==> src/rtl/pipe_hazard_ctrl.sv <==
// pipe_hazard_ctrl: stall/flush sequencer for the 5-stage pipe (load-use, SRAM wait, exceptions, MULT/DIV FSM)
module pipe_hazard_ctrl #(
  parameter int MULT_CYCLES = 5,
  parameter int DIV_CYCLES  = 33
) (
  input  logic        clk,
  input  logic        rst,
  input  logic [4:0]  id_rs,
  input  logic [4:0]  id_rt,
  input  logic        id_uses_rs,
  input  logic        id_uses_rt,
  input  logic        ex_mem_read,
  input  logic [4:0]  ex_register_d,
  input  logic        ex_md_start,
  input  logic        ex_md_is_div,
  input  logic        mem_wait,
  input  logic        exc_flush,
  output logic        pc_en,
  output logic        if_id_en,
  output logic        id_ex_en,
  output logic        ex_mem_en,
  output logic        if_id_flush,
  output logic        id_ex_flush,
  output logic        ex_mem_flush,
  output logic        md_busy,
  output logic        md_done,
  output logic [31:0] stall_cycles
);
  typedef enum logic [1:0] {IDLE, BUSY, DONE} state_t;
  state_t      state_q, state_d;
  logic [5:0]  cnt_q, cnt_d;
  logic [31:0] stall_cycles_q, stall_cycles_d;
  logic        load_use, md_stall;
  assign load_use = ex_mem_read && (ex_register_d != 5'd0) &&
                    ((id_uses_rs && id_rs == ex_register_d) || (id_uses_rt && id_rt == ex_register_d));
  assign md_stall = (state_q == BUSY) || (state_q == IDLE && ex_md_start);
  always_comb begin
    pc_en        = 1'b1;
    if_id_en     = 1'b1;
    id_ex_en     = 1'b1;
    ex_mem_en    = 1'b1;
    if_id_flush  = 1'b0;
    id_ex_flush  = 1'b0;
    ex_mem_flush = 1'b0;
    md_busy      = !rst && state_q == BUSY;
    md_done      = !rst && state_q == DONE;
    if (rst) begin
      {pc_en, if_id_en, id_ex_en, ex_mem_en} = 4'b0000;
      {if_id_flush, id_ex_flush, ex_mem_flush} = 3'b111;
    end else if (exc_flush) begin
      {if_id_flush, id_ex_flush, ex_mem_flush} = 3'b111;
    end else if (mem_wait) begin
      {pc_en, if_id_en, id_ex_en, ex_mem_en} = 4'b0000;
    end else if (md_stall) begin
      {pc_en, if_id_en, id_ex_en} = 3'b000;
      ex_mem_flush = 1'b1;
    end else if (load_use) begin
      {pc_en, if_id_en} = 2'b00;
      id_ex_flush = 1'b1;
    end
  end
  always_comb begin
    state_d = state_q;
    cnt_d   = cnt_q;
    if (rst || exc_flush) begin
      state_d = IDLE;
      cnt_d   = 6'd0;
    end else begin
      case (state_q)
        IDLE: if (ex_md_start) begin
          state_d = BUSY;
          cnt_d   = ex_md_is_div ? 6'(DIV_CYCLES) : 6'(MULT_CYCLES);
        end
        BUSY: begin
          cnt_d   = cnt_q - 6'd1;
          state_d = (cnt_q == 6'd1) ? DONE : BUSY;
        end
        default: state_d = IDLE;
      endcase
    end
    stall_cycles_d = rst ? 32'd0 :
                     (!pc_en && stall_cycles_q != 32'hFFFF_FFFF) ? stall_cycles_q + 32'd1 : stall_cycles_q;
  end
  always_ff @(posedge clk) begin
    state_q        <= state_d;
    cnt_q          <= cnt_d;
    stall_cycles_q <= stall_cycles_d;
  end
  assign stall_cycles = stall_cycles_q;
endmodule
==> config.mk <==
export PLATFORM = sky130hd
export DESIGN_NAME = pipe_hazard_ctrl
export DESIGN_NICKNAME = d
export VERILOG_FILES = /design/src/rtl/pipe_hazard_ctrl.sv
export SDC_FILE = /design/constraint.sdc
export NUM_CORES = 1
export LEC_CHECK = 0
export CORE_UTILIZATION = 43
export CTS_CLUSTER_SIZE = 20
export DETAILED_ROUTE_END_ITERATION = 16
export PLACE_DENSITY = 0.76
export SETUP_SLACK_MARGIN = 0.4
export SYNTH_ARGS = -nofsm -noshare
export SYNTH_HDL_FRONTEND = slang
export SYNTH_SLANG_ARGS = --single-unit
==> constraint.sdc <==
create_clock -name clk -period 2.1 [get_ports clk]
set_input_delay 0.315 -clock clk [delete_from_list [all_inputs] [get_ports clk]]
set_output_delay 0.315 -clock clk [all_outputs]
set_load 0.02 [all_outputs]
Word level (Yosys, flattened, before mapping)
Index checks and enable logic that the tools add are counted.
{"block": "word_totals", "regBits": 40, "latch_bits": 0, "ramBits": 0, "mem_bits_ro": 0, "inputBits": 24, "output_inout_bits": 41, "wordCells": 58, "memories": 0}
{"block": "classes", "n_addsub": 2, "multipliers": 0, "div": 0, "order_cmp": 0, "eq_ne": 7, "shift": 0, "mux": 29, "n_bitwise": 0, "reduce_logical": 17}
{"cell": "32-bit by 1-bit adder with 32-bit output, second input constant", "n": 1}
{"cell": "32-bit != test, second input constant", "n": 1}
{"cell": "1-bit two-way mux", "n": 23}
{"cell": "6-bit two-way mux", "n": 2}
{"cell": "6-bit one-hot mux with 2 select lines", "n": 1}
{"cell": "5-bit == test", "n": 2}
{"cell": "1-bit logical AND", "n": 8}
{"cell": "6-bit by 1-bit == test with 1-bit output, second input constant", "n": 1}
{"cell": "6-bit by 1-bit subtractor with 6-bit output, second input constant", "n": 1}
{"cell": "5-bit nonzero test", "n": 1}
{"cell": "2-bit two-way mux", "n": 2}
{"cell": "2-bit one-hot mux with 2 select lines", "n": 1}
{"cell": "1-bit logical OR", "n": 3}
{"cell": "2-bit by 1-bit == test with 1-bit output, second input constant", "n": 1}
{"cell": "2-bit == test, second input constant", "n": 1}
{"cell": "1-bit logical NOT", "n": 2}
{"cell": "2-bit logical NOT", "n": 1}
{"cell": "2-bit != test, second input constant", "n": 1}
{"cell": "2-bit AND reduction", "n": 1}
{"cell": "2-bit nonzero test", "n": 1}

Logic depth before layout (Yosys ltp)
{"block": "depth", "ltp_word": 11, "mapped_depth": 11, "mapped_depth_nobuf": 8}

Worst setup path before layout
Ideal clock, no wire load.
{"block": "synth_timing", "kind": "reg-to-reg", "from": "register stall_cycles_q[0] (netlist: stall_cycles[0])", "to": "register stall_cycles_q[1] (netlist: stall_cycles[1])", "setup_time_ps": 128, "arrival_time_ps": 2043, "required_ps": 1972, "setup_slack_ps": -71, "path_stages_with_launch": 11, "path_buffers": 3, "synth_period_minus_slack_ps": 2171, "path_cell_list": "dfxtp_1 > ha_1 > nand2_1 > nor4_2 > a32oi_2 > o21ai_2 > buf_6 > buf_6 > buf_6 > mux2i_1 > nor2_1"}
{"block": "synth_via", "elab_chain_cells": 2, "elab_cells_between_ends": 3, "cone_classes": "1 x add/sub; 1 x eq/ne; 1 x reduce/logical"}
{"element": "start, declared", "line_no": "32", "text": "logic [31:0] stall_cycles_q, stall_cycles_d;"}
{"element": "start signal, assigned", "line_no": "87", "text": "stall_cycles_q <= stall_cycles_d;"}
{"element": "branches (longest 2 deep; another with 32-bit by 1-bit adder with 32-bit output)"}
Several ways; the timed one is not identified.
A chain may end at the register's enable or synchronous reset.

Worst setup path in the final report
{"block": "layout_timing", "from": "register stall_cycles_q[22] (netlist: stall_cycles[22])", "to": "register stall_cycles_q[28] (netlist: stall_cycles[28])"}
The elaborated chain is that of the path after synthesis.

==> metrics <==
worst hold stages=2; Synth area leader=dfxtp_1; antenna violations before repair=0; die width=74.7 µm; Netlist cell types=48; grt total ovfl=0; Worst Hold Path EP=stall_cycles[16]$_SDFFE_PP0P_; Vias/cell=roughly 5.7; Max VDD drop=0.275 mV; Reg clk slew, reported paths=90 ps; setup TNS=-184 ps; IO Pins=65; CP max stage cell=or3_1; worst-skew pair later-pin latency=310 ps; die area=5580 µm²; die height=approximately 75 µm; FF-to-FF Start=stall_cycles[22]$_SDFFE_PP0P_; Wirelength per Cell=16.7 µm; Sw Ratio=0.278; # diodes=0; Yosys top cell area share=0.352; cell family with most CP delay=simple AND/OR/NAND/NOR gates; ys flop type=dfxtp_1; required time of the critical path=2350 ps; Combinational Power Share=0.234; Mapped Cells=between 200 and 300; sequential share of power=0.414; max frequency=462 MHz; core area=5110 µm²; Pleak=1.74 nW; Final Instance Area=4070 µm²; WL final=around 8.0 mm; flop-to-flop setup slack=-70 ps; worst-margin pin slew=between 400 and 500 ps; Tcrit/Tclk final=1.03; Synth Net Count=305; CTS Root Buffer Type=clkbuf_8; sequence of cells on the critical path=nand4_1 -> nor4_4 -> buf_4 -> and3b_1 -> o211ai_1 -> or3_1 -> a21oi_2; ratio of cells with drive above 1 in the final layout=0.422; Port Buffers=64; vias after detailed routing=2716; FILL cells=318; crit path time final=2170 ps; footprint of the multi-input gates=1680 µm²; Critical Path Fanout Max=5; TritonCTS buffer count=5; Layout Cells excl Fill=478; most common cell in the netlist=dfxtp_1; clock skew=13.5 ps; nets=434; floorplan row count=26; cell-internal power=1.35 mW; Reg area=852 µm²; H-tree depth reported by CTS=2; Post-synth EDFFs=0; crit path capture type=flop; DRT iter0 DRCs=between 200 and 250; RSZ-0062 raised after global routing=true; clock buffer depth=2; vias in the first global route=2415; worst hold path startpoint=stall_cycles[16]$_SDFFE_PP0P_; cts hold-fix bufs=0; asr flop ratio synth=0; Placer Congestion=roughly 0.83; Rel. slew slack=0.675; final core utilization=0.797; top cells by area, synth=dfxtp_1, a21oi_1, or3_1; Clock Power Share=0.352; Post-DP HPWL=4.50 mm; DRT Pass-1 Iters=4; status=complete, but fails checks; pwr/cell area=458 nW/µm²; Placed Area=3350 µm²; Seq/Total Area, Yosys=0.352; area grow syn2layout=79.2%; final hold viol count=0; Post-Place Worst Slack=-865 ps; type of the worst setup path=flop to flop; max_cap viols=0; Synth Warn #=0; cell total after placement=440; CP arrival=2410 ps; slowest cell delay on critical path=400 ps; hold_ws=513 ps; total power=1.87 mW; clock sinks=40; Hold Path Class=flop to flop; r2r endpoint=stall_cycles[28]$_SDFFE_PP0P_; DRC viols=0; sw power=0.519 mW; GRT Util Overall=0.252; CTS tree=yes; Critical Path Start Type=flop; failing checks=negative setup slack; Setup WS post-layout=-65.0 ps; Slew Limit Fails=0; initial core utilization=0.445; number of setup violations in the final report=7; antenna violation net count after detailed routing=0; most common library cells after synthesis=dfxtp_1, a21oi_1, nor2_1, nand2_1, o21ai_0; reg2reg path depth=7; first-pass GRT wire length=around 11 mm; mapped cell area=2270 µm²; critical path buffer and inverter count=1; largest net degree at the start of global routing=28; syn_area_per_cell=about 8.2 µm²; flops & latches, synth=40
-- what timing repair did --
| action | CTS | global route |
|---|---|---|
| pin swaps | 45 | 24 |
| resized for setup | 130 | 58 |
| buffers inserted | 12 | 17 |
| setup endpoints to repair | 42 | 47 |
| gates cloned | 1 | 0 |
-- power groups by stage --
stage	sequential, mW	clock (mW)	combinational, mW
3_3_place_gp	0.787	0	0.329
3_5_place_dp	0.788	0	0.336
2_1_floorplan	0.799	0	0.154
4_1_cts	0.773	0.648	0.396
5_1_grt	0.774	0.699	0.462
6_report	0.772	0.658	0.436
-- layout make-up --
type	count	area share
multi-input combinational	213	0.412
timing repair buffer	135	0.319
sequential	40	0.209
tap	70	0.0215
clock buffer	5	0.0169
inverter	12	0.0117
clock inverter	3	0.0101
-- routing by layer --
layer,part of all wire,global-route usage
met5,0,0
met4,0.019,0.0985
met3,0.051,0.0669
met2,0.54,0.451
met1,0.39,0.284
-- layout by cell type, fill, tap and decap left out, types with 5 or more instances in the layout --
cell              n
buf_4            49
clkdlybuf4s50_1  24
a21oi_1          23
buf_6            23
dfxtp_1          19
nor2_1           18
nand2_1          15
or3_1            12
nand4_1          11
nand3_1          11
dfxtp_2          11
inv_1            10
dlymetal6s2s_1   10
dfxtp_4          10
o21ai_0           9
o31ai_1           9
buf_2             8
xnor2_1           7
dlygate4sd2_1     7
or4_4             6
a21oi_2           6
o21ai_1           6
nor4_4            5
or4_1             5
nor2b_1           5
mux2_4            5
clkbuf_8          5
clkdlybuf4s15_1   5
-- flip-flops by register name, summed over array words and instances, names as in the netlist --
signal / count
cnt_q: 6
state_q: 2
stall_cycles: 32
-- logic make-up after synthesis --
kind of cell	count (synthesis)	share of synthesized area
compound gates	73	0.205
xor+xnor	12	0.0463
buf+inv	25	0.0551
simple gates	118	0.291
fa+ha+maj	3	0.0165
flops	40	0.352
mux	7	0.0336
-- worst max-delay path by stage --
stage,startpoint,endpoint,slack (ps),cells after the start
after floorplan,ex_register_d[1],stall_cycles[1]$_SDFFE_PP0P_,130,9
after global placement,ex_register_d[1],if_id_en,-850,6
after detailed placement,ex_register_d[1],pc_en,-860,6
after CTS,state_q[1]$_SDFFE_PP0P_,stall_cycles[17]$_SDFFE_PP0P_,70,9
after global routing,stall_cycles[22]$_SDFFE_PP0P_,stall_cycles[28]$_SDFFE_PP0P_,-150,7
final,stall_cycles[22]$_SDFFE_PP0P_,stall_cycles[28]$_SDFFE_PP0P_,-70,7
-- worst min-delay path, stage by stage, from the launching register on --
cell and delay [ps]:
dfxtp_2 350, o31ai_1 70, a21oi_1 60
(Power assumes the default switching activity.)
